File: src/rtl/spi_bcd_receiver.sv
// SPI mode-0 byte receiver that converts each received byte to two BCD digits
// for a 7-segment decoder; bytes above 99 blank both digits and flag range_err.
module spi_bcd_receiver #(
    parameter int SYNC_STAGES = 2
) (
    input  logic       clk,
    input  logic       reset_n,
    input  logic       sclk,
    input  logic       cs_n,
    input  logic       mosi,
    output logic [3:0] tens,
    output logic [3:0] ones,
    output logic       frame_done,
    output logic       range_err
);

    // state | meaning
    // IDLE  | cs_n high, nothing in flight
    // RECV  | cs_n low, shifting bits in
    // CONV  | double-dabble running, one iteration per clk
    // DONE  | single cycle, frame_done high, digits valid
    typedef enum logic [1:0] {
        IDLE = 2'd0,
        RECV = 2'd1,
        CONV = 2'd2,
        DONE = 2'd3
    } state_t;

    state_t state;
    state_t state_next;

    logic [SYNC_STAGES-1:0] sclk_sync;
    logic [SYNC_STAGES-1:0] cs_sync;
    logic [SYNC_STAGES-1:0] mosi_sync;

    logic       sclk_s;
    logic       cs_s;
    logic       mosi_s;
    logic       sclk_prev;
    logic       sclk_rise;

    logic [2:0] bit_cnt;
    logic [7:0] shift_reg;
    logic       byte_ready;

    logic [7:0]  conv_byte;
    logic [19:0] dd;
    logic [19:0] dd_adj;
    logic [19:0] dd_next;
    logic [2:0]  conv_timer;
    logic        conv_last;

    // cs_n chain resets high so releasing reset never looks like a frame start
    always_ff @(posedge clk or negedge reset_n) begin
        if (!reset_n) begin
            sclk_sync <= '0;
            cs_sync   <= '1;
            mosi_sync <= '0;
            sclk_prev <= 1'b0;
        end else begin
            sclk_sync <= {sclk_sync[SYNC_STAGES-2:0], sclk};
            cs_sync   <= {cs_sync[SYNC_STAGES-2:0], cs_n};
            mosi_sync <= {mosi_sync[SYNC_STAGES-2:0], mosi};
            sclk_prev <= sclk_sync[SYNC_STAGES-1];
        end
    end

    assign sclk_s    = sclk_sync[SYNC_STAGES-1];
    assign cs_s      = cs_sync[SYNC_STAGES-1];
    assign mosi_s    = mosi_sync[SYNC_STAGES-1];
    assign sclk_rise = sclk_s & ~sclk_prev;

    // Capture runs whenever cs_n is low, independent of the FSM state
    always_ff @(posedge clk or negedge reset_n) begin
        if (!reset_n) begin
            bit_cnt    <= 3'd0;
            shift_reg  <= 8'h00;
            byte_ready <= 1'b0;
        end else if (cs_s) begin
            bit_cnt    <= 3'd0;
            shift_reg  <= 8'h00;
            byte_ready <= 1'b0;
        end else begin
            byte_ready <= sclk_rise && (bit_cnt == 3'd7);
            if (sclk_rise) begin
                shift_reg <= {shift_reg[6:0], mosi_s};
                bit_cnt   <= bit_cnt + 3'd1;
            end
        end
    end

    always_ff @(posedge clk or negedge reset_n) begin
        if (!reset_n) begin
            state <= IDLE;
        end else begin
            state <= state_next;
        end
    end

    always_comb begin
        state_next = state;
        case (state)
            IDLE: if (!cs_s) state_next = RECV;
            RECV: begin
                if (byte_ready) begin
                    state_next = CONV;
                end else if (cs_s) begin
                    state_next = IDLE;
                end
            end
            CONV: if (conv_last) state_next = DONE;
            DONE: state_next = cs_s ? IDLE : RECV;
            default: state_next = IDLE;
        endcase
    end

    always_comb begin
        frame_done = (state == DONE);
    end

    // One shift-add-3 step: BCD field in dd[19:8], binary operand in dd[7:0]
    always_comb begin
        dd_adj = dd;
        for (int i = 0; i < 3; i++) begin
            if (dd[8+4*i +: 4] >= 4'd5) begin
                dd_adj[8+4*i +: 4] = dd[8+4*i +: 4] + 4'd3;
            end
        end
        dd_next = {dd_adj[18:0], 1'b0};
    end

    assign conv_last = (state == CONV) && (conv_timer == 3'd0);

    always_ff @(posedge clk or negedge reset_n) begin
        if (!reset_n) begin
            conv_byte  <= 8'h00;
            dd         <= 20'h00000;
            conv_timer <= 3'd0;
        end else if (state == RECV && byte_ready) begin
            conv_byte  <= shift_reg;
            dd         <= {12'h000, shift_reg};
            conv_timer <= 3'd7;
        end else if (state == CONV) begin
            dd         <= dd_next;
            conv_timer <= conv_timer - 3'd1;
        end
    end

    // Outputs load on the edge entering DONE so they are valid with frame_done
    always_ff @(posedge clk or negedge reset_n) begin
        if (!reset_n) begin
            tens      <= 4'h0;
            ones      <= 4'h0;
            range_err <= 1'b0;
        end else if (conv_last) begin
            if (conv_byte <= 8'd99) begin
                tens      <= dd_next[15:12];
                ones      <= dd_next[11:8];
                range_err <= 1'b0;
            end else begin
                tens      <= 4'hF;
                ones      <= 4'hF;
                range_err <= 1'b1;
            end
        end
    end

endmodule

File: config.mk
export PLATFORM = sky130hd
export DESIGN_NAME = spi_bcd_receiver
export DESIGN_NICKNAME = d
export VERILOG_FILES = /design/src/rtl/spi_bcd_receiver.sv
export SDC_FILE = /design/constraint.sdc
export NUM_CORES = 1
export LEC_CHECK = 0
export ABC_AREA = 1
export BUFFER_PORTS_ARGS = -buffer_cell sky130_fd_sc_hd__buf_2
export CAP_MARGIN = 20
export CORE_ASPECT_RATIO = 1.1
export CORE_MARGIN = 2
export CORE_UTILIZATION = 45
export DETAILED_ROUTE_END_ITERATION = 10
export SLEW_MARGIN = 20
export SYNTH_ARGS = -nofsm -noshare
export SYNTH_HDL_FRONTEND = slang
export SYNTH_SLANG_ARGS = --single-unit
File: constraint.sdc
create_clock -name clk -period 1.6 [get_ports clk]
set_input_delay 0 -clock clk [delete_from_list [all_inputs] [get_ports clk]]
set_output_delay 0 -clock clk [all_outputs]
set_load 0.02 [all_outputs]
==> flow_summary.toml, run 1 <==
[layout]
drive_gt1_frac = 0.130
final_common_cell = "nand2_1"
num_antenna_cells = 0
final_cell_mix = "nand2_1, dfrtp_1, inv_1"
largest_reg_flops = 16
area_growth_pct = 11.1
nets = 288
fillerInstances = 467

[sta]
period_needed_ps = 1350
slew_viol_final = 0
relSlewSlack = 0.790
fmax_ghz = 0.739
rsz0062_at_grt = "false"
final.setup.worst_slack_ps = 246
tightest_slew_ps = 314
finalClockSkew_ps = 5.35
timing.setup.tns_ps = 0
hold_viol = 0
finalCritPeriodShare = 0.846
setup_violations = 0

[power_and_ir_drop]
irDropWorstVdd_uv = 626
leakagePower_uw = 0.00136
power_density_mw_per_mm2 = 859

[worst_hold_path]
worstHoldPathType = "in -> async"

[yosys]
synth_compound_area_frac = 0.0774
ys.flop_type = "dfrtp_1"
avgSynthCellArea_sq_um = 9.36
syn_inst = 252
seq_area_frac_synth = 0.584
synth_adder_area_share = 0.0424
synthDistinctLibCells = 23
synth_top_area_frac = 0.562
ys_warn_count = 0
synth_top_family_by_area = "simple AND/OR/NAND/NOR gates"
synth_xor_xnor_area_share = 0
synth.area.top_cells = "dfrtp_1, nand2_1, inv_1"
ys_seq_elements = 55
synth_edf_count = 0
synthMuxAreaShare = 0.00424
synth-simple-area-share = 0.208
synth_area_sq_mm = 0.00236
yosysTopAreaCell = "dfrtp_1"
ys_async_sr_fraction = 1.00
synth_fp_nets = 265

[critical_path]
crit_arrival_ps = 1560
crit_chain = "inv_1 -> ha_1 -> nand2_1 -> nor2_4 -> nand3_2 -> nor2_1 -> nor2_1"
crit_type = "reg -> reg"
timing.rr.start = "conv_timer[0]$_DFFE_PN0P_"
path_common_cell = "nor2_1"
critPathMaxFanout = 7
crit_slowest_cell = "dfrtp_1"
worst_path_largest_cell_delay_ps = 370
crit_start = "conv_timer[0]$_DFFE_PN0P_"
start_kind = "flip-flop"
critPathRequiredTime_ps = 1800
end_kind = "flip-flop"

[floorplan]
initial_core_util = 0.469
pin_count = 15
dieArea_sq_mm = 0.00584
fp.dieH_um = 80.0
rows = 27
core_area_sq_mm = 0.00503
dieWidth_um = 73.0

[placement]
gp_congestion = 0.780
port_buffers = 14
dp_slack_ps = 229
dp_hpwl_um = 2800

[global_routing]
grt_use_total = 0.161
grt_pass1_vias = 1677
antenna_found_initial = 0
grt_max_degree = 56
overflow = 0
grt_pass1_wl_um = 7210

[clock_network]
tritoncts = "yes"
clkTransAtPathRegs_ps = 90
insertion_delay_ps = 300
cts.path.max_buffers = 2
cts-resized-gates = 0
cts_setup_buffers = 0
clkSinkCount = 55
ctsHoldBuffers = 4
cts-root-buf = "clkbuf_8"
cts.htree.levels = 2
numCtsBuffers = 5

[routing]
drtIter0Drc = 53
drc = 0
drt_wl_total_um = 4080
num_vias = 1657
wire_per_inst_um = 12.2
via_per_inst = 4.96
drt_pass1_iterations = 4
final_antenna_net_count = 0

[flow_run]
max_cap_violations = 0

[outcome]
outcome = "completed"
-- cell usage after synthesis, types with 3 or more instances --
cell and number:
buf_6 3, dfrtp_1 53, ha_1 8, inv_1 36, inv_2 4, nand2_1 60
nand3_1 15, nand4_1 4, nor2_1 28, o21ai_0 7, o21ai_1 10, o22ai_1 10
-- layer usage --
metal	routed length [um]	track usage
met2	2020	0.285
met5	0	0
met3	122	0.0316
met1	1850	0.185
met4	99	0.0704
-- worst paths after layout --
path	to	slack [ps]	depth (start not counted)
setup / recovery	tens[2]$_DFFE_PN0P_	250	7
hold / removal	dd[10]$_DFFE_PN0P_	220	3
setup reg to reg	tens[2]$_DFFE_PN0P_	250	7
hold reg to reg	mosi_sync[1]$_DFF_PN0_	360	0
max in group asynchronous	cs_sync[0]$_DFF_PN1_	1070	3
min in group clk	sclk_sync[0]$_DFF_PN0_	340	2
-- area by class of cell --
cell class	count	area, sq um	area share
Clock inverter	1	5.00	0.00191
Clock buffer	7	86.3	0.0329
Sequential cell	55	1380	0.526
Timing Repair Buffer	21	145	0.0553
Multi-Input combinational cell	152	785	0.299
Inverter	40	150	0.0573
Tap cell	58	72.6	0.0277
-- metrics by stage --
stage	util	std cells	hold slack, ps	area, sq um	total power (uW)
detailed placement	0.495	322	19.8	2490	1500
floorplan	-	252	-296	2360	1460
CTS	0.521	334	225	2620	2290
global placement	0.495	322	24.0	2490	1500
finish	0.521	334	219	2620	2250
global route	0.521	334	275	2620	2340
-- critical path, delay by kind of cell, from the launching register on --
kind,cells,cell delay (ps)
flip-flops,1,370
AND/OR/NAND/NOR,5,610
adder cells (fa/ha/maj),1,150
buffers and inverters,1,110
-- power breakdown --
group          switching (uW)  internal, uW  total [uW]
Combinational            44.1          23.7        67.8
Sequential               7.41          1410        1410
Clock                     422           350         773
Total                     474          1780        2250
-- cell families after synthesis --
group	after synthesis
compound gates	31
fa+ha+maj	8
buf+inv	45
flops	55
mux	1
simple gates	112
(Power assumes the default switching activity.)
==> inputs of run 2 (changes only) <==
clock period = 1.4 ns   (was 1.6 ns; I/O delays follow)
==> run 2 against run 1 <==
Sequential share of layout area fell by 2.2 points. Clock power rose by 59%. Cell count rose by 1.2%. Utilization rose by 2.3 points. Clock-buffer cell count fell by 2. Die area did not move. Global-route usage rose by 1.0 points. Sequential cell count did not move. Non-clock buffer count rose by 4. Sequential power rose by 14%.
==> flow_summary.toml, run 2 (same netlist as run 1, synthesis figures left out) <==
[sta]
tightest_slew_ps = 420
fmax_ghz = 0.768
relSlewSlack = 0.720
finalClockSkew_ps = 7.46
finalCritPeriodShare = 0.930
hold_viol = 0
timing.setup.tns_ps = 0
setup_violations = 0
slew_viol_final = 0
period_needed_ps = 1300

[layout]
fillerInstances = 450
stdcell_count = 338
multi_input_area_sq_um = 810
fin_util = 0.544
final_common_cell = "nand2_1"
nets = 292
seqCellArea_sq_mm = 0.00138
drive_gt1_frac = 0.179
largest_reg_flops = 16
final_cell_mix = "nand2_1, dfrtp_1, inv_1"
area_growth_pct = 16.1
num_antenna_cells = 0

[clock_network]
cts.htree.levels = 2
clkSinkCount = 55
tritoncts = "yes"
clkTransAtPathRegs_ps = 100
insertion_delay_ps = 310
cts.path.max_buffers = 2
numCtsBuffers = 5
cts-root-buf = "clkbuf_8"

[placement]
dp_hpwl_um = 3020
gp_congestion = 0.829
port_buffers = 14
dp.cells = 325

[power_and_ir_drop]
switching_power_uw = 574
p_comb_frac = 0.027
leakagePower_uw = 0.00141
seqPwrFrac = 0.553
irDropWorstVdd_uv = 587
p_int_uw = 2350
power_density_mw_per_mm2 = 1070
swShare = 0.197
clkPwrFrac = 0.420

[routing]
drt_wl_total_um = 4100
num_vias = 1649
drtIter0Drc = 82
drc = 0
wire_per_inst_um = 12.1
final_antenna_net_count = 0
via_per_inst = 4.88
drt_pass1_iterations = 4

[critical_path]
crit_type = "reg -> reg"
critPathRequiredTime_ps = 1610
end_kind = "flip-flop"
start_kind = "flip-flop"
critPathMaxFanout = 7
crit_arrival_ps = 1510
ff2ff_setup_slack_ps = 100

[global_routing]
grt_use_met1 = 0.215
top_usage_layer = "met2"
grt_pass1_vias = 1682
grt_max_degree = 28
grt_use_total = 0.171
antenna_found_initial = 0
grtUsageMet2 = 0.288
grt_util_met3 = 0.0379
overflow = 0
grt_pass1_wl_um = 7650

[floorplan]
core_area_sq_mm = 0.00503
dieArea_sq_mm = 0.00584
pin_count = 15
rows = 27
dieWidth_um = 73.0
fp.dieH_um = 80.0
initial_core_util = 0.469

[flow_run]
max_cap_violations = 0

[worst_hold_path]
worstHoldPathType = "in -> async"

[outcome]
outcome = "completed"
## run 2: cell types whose count changed in the layout (fill, tap and decap cells not counted), moves of 3 or more
cell    change
nor2_1      -3
nor2_2      +3
inv_1       -3
inv_2       +3
## run 2: power by group through the flow
stage,clock (uW),combinational [uW],sequential (uW)
3_3_place_gp,0,74.9,1650
6_report,1230,80.3,1610
2_1_floorplan,0,21.7,1640
3_5_place_dp,0,75.6,1650
5_1_grt,1310,94.8,1620
4_1_cts,1270,84.1,1610
## run 2: final cells by class
type / instances / share of cell area
inverters: 40 / 0.0548
flip-flops and latches: 55 / 0.503
multi-input cells: 152 / 0.296
repair buffers: 25 / 0.0699
clock buffers: 5 / 0.0251
clock inverters: 3 / 0.0247
well taps: 58 / 0.0265
## run 2: routing by layer
metal  part of all wire  vias to the layer above
met4              0.015                        0
met2               0.48                       19
met1               0.47                      779
met3              0.027                        6
li1                   -                      845
met5                  0                        -
## run 2: through the flow
step                      hold WS [ps]  instance area, sq um  power [uW]  setup WS (ps)
after floorplan                   -296                  2360        1670            201
after global placement           -40.5                  2530        1720           36.1
after detailed placement         -40.6                  2530        1720           29.0
after CTS                          151                  2700        2970           10.3
after global routing               170                  2740        3030          -4.34
final                              147                  2740        2920           98.5
## run 2: what timing repair did
| item | CTS | global route |
|---|---|---|
| buffers inserted | 0 | 1 |
| setup endpoints to repair | 0 | 12 |
| hold endpoints to repair | 44 | 0 |
| gates resized for setup | 0 | 11 |
| hold buffers | 4 | 0 |
## run 2: final timing paths
path / from / to / depth (start not counted)
min reg2reg: mosi_sync[0]$_DFF_PN0_ / mosi_sync[1]$_DFF_PN0_ / 0
max in group asynchronous: reset_n / cs_sync[1]$_DFF_PN1_ / 3
min in group clk: sclk / sclk_sync[0]$_DFF_PN0_ / 2
max reg2reg: conv_timer[0]$_DFFE_PN0P_ / tens[1]$_DFFE_PN0P_ / 7
min: reset_n / dd[9]$_DFFE_PN0P_ / 2
max: conv_timer[0]$_DFFE_PN0P_ / tens[1]$_DFFE_PN0P_ / 7
## run 2: critical path: stages (launching register included)
cell and delay (ps):
dfrtp_1 390, inv_2 70, ha_1 150, nand2_2 80
nor2_4 180, nand3_4 140, nor2_2 130, nor2_1 40
